$ cat config.mk
export PLATFORM = sky130hd
export DESIGN_NAME = ysyx_22040127_ifu
export DESIGN_NICKNAME = d
export VERILOG_FILES = /design/src/rtl/ysyx_22040127_ifu_pkg.sv /design/src/rtl/ysyx_22040127_pc_reg.sv /design/src/rtl/ysyx_22040127_ifu.sv
export SDC_FILE = /design/constraint.sdc
export NUM_CORES = 1
export LEC_CHECK = 0
export ABC_AREA = 1
export CELL_PAD_IN_SITES_DETAIL_PLACEMENT = 2
export CELL_PAD_IN_SITES_GLOBAL_PLACEMENT = 2
export CORE_AREA = 4 4 210 212
export DETAILED_ROUTE_END_ITERATION = 16
export DIE_AREA = 0 0 214 216
export GPL_TIMING_DRIVEN = 0
export MAX_ROUTING_LAYER = met4
export PLACE_DENSITY = 0.85
export SYNTH_ARGS = -nofsm -noshare
export SYNTH_HDL_FRONTEND = slang
export SYNTH_HIERARCHICAL = 1
export SYNTH_SLANG_ARGS = --single-unit
$ cat constraint.sdc
create_clock -name clk -period 7 [get_ports clk]
set_clock_uncertainty 0.15 [all_clocks]
set_input_delay 1.4 -clock clk [delete_from_list [all_inputs] [get_ports clk]]
set_output_delay 1.4 -clock clk [all_outputs]
set_load 0.02 [all_outputs]
$ cat src/rtl/ysyx_22040127_ifu_pkg.sv
// Shared fetch-unit types and constants; the decoder imports the width constants too.
package ysyx_22040127_ifu_pkg;

  localparam int XLEN   = 64;
  localparam int INST_W = 32;

  localparam logic [XLEN-1:0] RESET_PC_DEFAULT = 64'h0000_0000_8000_0000;
  localparam logic [XLEN-1:0] PC_STEP          = 64'd4;

  typedef enum logic [2:0] {
    S_IDLE  = 3'd0,
    S_REQ   = 3'd1,
    S_WAIT  = 3'd2,
    S_HOLD  = 3'd3,
    S_DRAIN = 3'd4
  } ifuState_t;

  function automatic logic [XLEN-1:0] alignPc(input logic [XLEN-1:0] pc);
    return pc & ~64'd3;
  endfunction

endpackage

$ cat src/rtl/ysyx_22040127_pc_reg.sv
// Program counter: async reset to RESET_PC, +4 step, word-aligned redirect load.
module ysyx_22040127_pc_reg
  import ysyx_22040127_ifu_pkg::*;
#(
  parameter logic [XLEN-1:0] RESET_PC = RESET_PC_DEFAULT
) (
  input  logic            clk,
  input  logic            rst,
  input  logic            i_inc,
  input  logic            i_load,
  input  logic [XLEN-1:0] i_loadPc,
  output logic [XLEN-1:0] o_pc
);

  logic [XLEN-1:0] r_pc;

  // A load always wins over the increment.
  always_ff @(posedge clk or posedge rst) begin
    if (rst) begin
      r_pc <= alignPc(RESET_PC);
    end else if (i_load) begin
      r_pc <= alignPc(i_loadPc);
    end else if (i_inc) begin
      r_pc <= r_pc + PC_STEP;
    end
  end

  assign o_pc = r_pc;

endmodule

$ cat src/rtl/ysyx_22040127_ifu.sv
// Instruction fetch unit: single-outstanding request/grant/rvalid fetch with a one-entry decode buffer.
module ysyx_22040127_ifu
  import ysyx_22040127_ifu_pkg::*;
#(
  parameter logic [XLEN-1:0] RESET_PC = RESET_PC_DEFAULT
) (
  input  logic              clk,
  input  logic              rst,
  output logic              o_imem_req,
  output logic [XLEN-1:0]   o_imem_addr,
  input  logic              i_imem_gnt,
  input  logic              i_imem_rvalid,
  input  logic [INST_W-1:0] i_imem_rdata,
  input  logic              i_redirect,
  input  logic [XLEN-1:0]   i_redirect_pc,
  input  logic              i_halt,
  output logic              o_inst_valid,
  input  logic              i_inst_ready,
  output logic [INST_W-1:0] o_instruction,
  output logic [XLEN-1:0]   o_inst_pc
);

  ifuState_t         r_state;
  ifuState_t         w_nextState;
  logic [INST_W-1:0] r_instBuf;
  logic [XLEN-1:0]   r_instPc;
  logic              r_pendValid;
  logic [XLEN-1:0]   r_pendPc;

  logic              w_pcInc;
  logic              w_pcLoad;
  logic [XLEN-1:0]   w_pcLoadVal;
  logic              w_capture;
  logic              w_pendSet;
  logic              w_pendClr;
  logic [XLEN-1:0]   w_pc;

  ysyx_22040127_pc_reg #(
    .RESET_PC (RESET_PC)
  ) u_pcReg (
    .clk      (clk),
    .rst      (rst),
    .i_inc    (w_pcInc),
    .i_load   (w_pcLoad),
    .i_loadPc (w_pcLoadVal),
    .o_pc     (w_pc)
  );

  always_ff @(posedge clk or posedge rst) begin
    if (rst) begin
      r_state <= S_IDLE;
    end else begin
      r_state <= w_nextState;
    end
  end

  // A redirect seen while the request is still ungranted is parked here so the address stays stable.
  always_ff @(posedge clk or posedge rst) begin
    if (rst) begin
      r_pendValid <= 1'b0;
      r_pendPc    <= '0;
    end else if (w_pendSet) begin
      r_pendValid <= 1'b1;
      r_pendPc    <= i_redirect_pc;
    end else if (w_pendClr) begin
      r_pendValid <= 1'b0;
    end
  end

  always_ff @(posedge clk or posedge rst) begin
    if (rst) begin
      r_instBuf <= '0;
      r_instPc  <= '0;
    end else if (w_capture) begin
      r_instBuf <= i_imem_rdata;
      r_instPc  <= w_pc;
    end
  end

  always_comb begin
    w_nextState = r_state;
    w_pcInc     = 1'b0;
    w_pcLoad    = 1'b0;
    w_pcLoadVal = i_redirect_pc;
    w_capture   = 1'b0;
    w_pendSet   = 1'b0;
    w_pendClr   = 1'b0;

    unique case (r_state)
      S_IDLE: begin
        w_pcLoad    = i_redirect;
        w_nextState = i_halt ? S_IDLE : S_REQ;
      end

      S_REQ: begin
        if (i_imem_gnt) begin
          w_nextState = S_WAIT;
          if (i_redirect || r_pendValid) begin
            w_pcLoad    = 1'b1;
            w_pcLoadVal = i_redirect ? i_redirect_pc : r_pendPc;
            w_pendClr   = 1'b1;
            w_nextState = S_DRAIN;
          end
        end else if (i_redirect) begin
          w_pendSet = 1'b1;
        end
      end

      S_WAIT: begin
        if (i_redirect) begin
          w_pcLoad    = 1'b1;
          w_nextState = i_imem_rvalid ? S_REQ : S_DRAIN;
        end else if (i_imem_rvalid) begin
          w_capture   = 1'b1;
          w_pcInc     = 1'b1;
          w_nextState = S_HOLD;
        end
      end

      // Redirect with or without inst_ready ends the hold the same way.
      S_HOLD: begin
        if (i_redirect || i_inst_ready) begin
          w_pcLoad    = i_redirect;
          w_nextState = i_halt ? S_IDLE : S_REQ;
        end
      end

      S_DRAIN: begin
        w_pcLoad = i_redirect;
        if (i_imem_rvalid) begin
          w_nextState = S_REQ;
        end
      end

      default: begin
        w_nextState = S_IDLE;
      end
    endcase
  end

  assign o_imem_req    = (r_state == S_REQ);
  assign o_imem_addr   = w_pc;
  assign o_inst_valid  = (r_state == S_HOLD);
  assign o_instruction = r_instBuf;
  assign o_inst_pc     = r_instPc;

endmodule
==> impl_results.md <==
- Status: complete, no violations
- I/O pin cnt: between 200 and 300
- Unrepaired setup endpoints after global routing: no
- Antenna cells: 0
- Fmax: around 0.23 GHz
- Pwr Density: around 460 mW/mm^2
- Static leakage: 0.00763 uW
- DRC viols: 0
- Share of post-route cells with drive strength above 1: 6.59%
- Max FO, Critical Path: 12
- Antenna violations before repair: 0
- CTS tree: yes
- Wire length per cell: ~21 um
- Vias per inst: between 4 and 5
- DP Worst Slack: between 1.5 and 2 ns
- Routed Antenna Nets: 0
- Worst Setup Slack, final: 2.59 ns
- Final period util: 63.0%
- Die H: 216 um
- Worst path required time: between 7 and 8 ns
- Post-Layout Inst Area: between 0.015 and 0.02 mm^2
- CTS H-Tree Depth: 1
- Overall die width: 214 um
- Synthesized cell area: roughly 0.012 mm^2
- Worst reg-to-reg setup slack: approximately 3.4 ns
- FP Rows: 75
- Max-cap violation count: 0
- Mean Syn Cell Area: ~7.4 um^2
- Multi-input gate area: between 0.005 and 0.006 mm^2
- Fin crit period: 4.41 ns
- DR iter-0 viols: between 500 and 600
- Initial Utilization: between 20% and 30%
- First-pass GRT wire length: 79000 um
- Slew headroom: 27.3%
- Reg clk slew, reported paths: ~0.06 ns
- # setup viols final: 0
- First-pass detailed-route iteration total: 5
- Placement Cell Area: 0.0149 mm^2
- Total wire length: between 50000 and 60000 um
- CTS resizes: 0
- Area Growth Syn to Fin: 37.0%
- Die Area: approximately 0.046 mm^2
- Tot GR Track Use: between 20% and 30%
- Total grt overflow: 0
- Endpoint class of the critical path: flip-flop
- Yosys warning count: 6
- Core ar.: 0.0419 mm^2
- Clock root cell: clkbuf_16
- Syn Inst Count: 1555
- Hold Crit Class: reg2reg
- Final Total Pwr: between 7000 and 8000 uW
- Arrival time at the worst endpoint: 4.71 ns
- Crit Path Class: in2reg
- GPL Wtd Cong: ~0.89
- Worst slew pin tran: about 1.1 ns
- Final Core Density: between 30% and 40%
- Nets@finish: approximately 2000
- Worst-skew pair later-pin latency: 0.56 ns
- TritonCTS buffer count: 29
- WHS: around 0.33 ns
- Vias post-DR: between 10000 and 15000
- Clock buffer depth: 3
- Peak VDD IR: ~0.00021 V
- Register area: ~0.0056 mm^2
- Pins Over Slew Limit: 0
- Cts hold-fix bufs: 0
- Startpoint types: input pin
- DP Wirelength: roughly 39000 um
- Setup Fix Bufs, Post-CTS: 0
- Hold Vio Cnt, Final: 0
- Clock sink total: ~220
- Vias in the first global route: roughly 13000
- Fillers: between 4000 and 5000
- Port buffer count: 260
- Largest net degree at the start of global routing: between 90 and 100
==> final timing paths <==
| kind | from | endpoint | depth (start not counted) |
|---|---|---|---|
| worst max-delay path | i_redirect | u_pcReg/o_pc[15] | 10 |
| min in group asynchronous | rst | o_inst_pc[6] | 2 |
| worst min register to register | o_inst_pc[33] | o_inst_pc[33] | 2 |
| worst max register to register | r_state[2] | u_pcReg/o_pc[15] | 11 |
| max in group asynchronous | rst | o_inst_pc[48] | 3 |
| worst min-delay path | o_inst_pc[33] | o_inst_pc[33] | 2 |
==> metrics by stage <==
step                TNS [ns]  instances
floorplan                  0       1556
global placement     -271.19       2355
detailed placement         0       2356
CTS                        0       2406
global route               0       2406
finish                     0       2406
==> registers in the layout (all words and copies together), names as in the netlist <==
signal,flops
o_instruction,32
r_pendValid,1
u_pcReg/o_pc,62
r_pendPc,62
o_inst_pc,64
r_state,3
==> cells in the final DEF, fill, tap and decap left out, types with 29 or more instances in the layout <==
master             n
inv_1            132
a22oi_1           50
buf_2             32
clkdlybuf4s50_1  260
dfrtp_1          223
clkbuf_16         29
o21ai_0           60
a21oi_1           68
o21ai_1           29
nand2_1          579
nand3_1           72
nor2_1           188
==> routing by layer <==
layer	track usage (%)	wire length [um]	up-vias	share of wire, %
met5	-	0	-	0
met3	3.35	2480	46	4.9
li1	-	-	5489	-
met1	28.5	22800	6001	45
met4	4.39	835	0	1.6
met2	37.7	24900	297	49
==> power by group <==
group	leakage [uW]	switching, uW	internal (uW)
clock	0.000473	587	937
combinational	0.00441	1900	1340
sequential	0.00274	644	1910
==> worst max-delay path, cell delays in order <==
cell,delay [ns]
clkdlybuf4s50_1,0.50
inv_1,0.20
nand3_2,0.34
inv_2,0.31
buf_2,0.39
inv_1,0.20
nor2_1,0.41
inv_1,0.31
clkbuf_1,0.33
o21ai_0,0.30
==> area by class of cell <==
type / count / share of cell area (%)
plain buffers: 67 / 2.41
clock buffers: 42 / 5.33
inverters: 137 / 3.32
well taps: 539 / 4.25
repair buffers: 261 / 16.6
multi-input cells: 1128 / 32.0
clock inverters: 8 / 0.742
flip-flops and latches: 224 / 35.4
No activity file was read; power rests on OpenSTA's default activity.
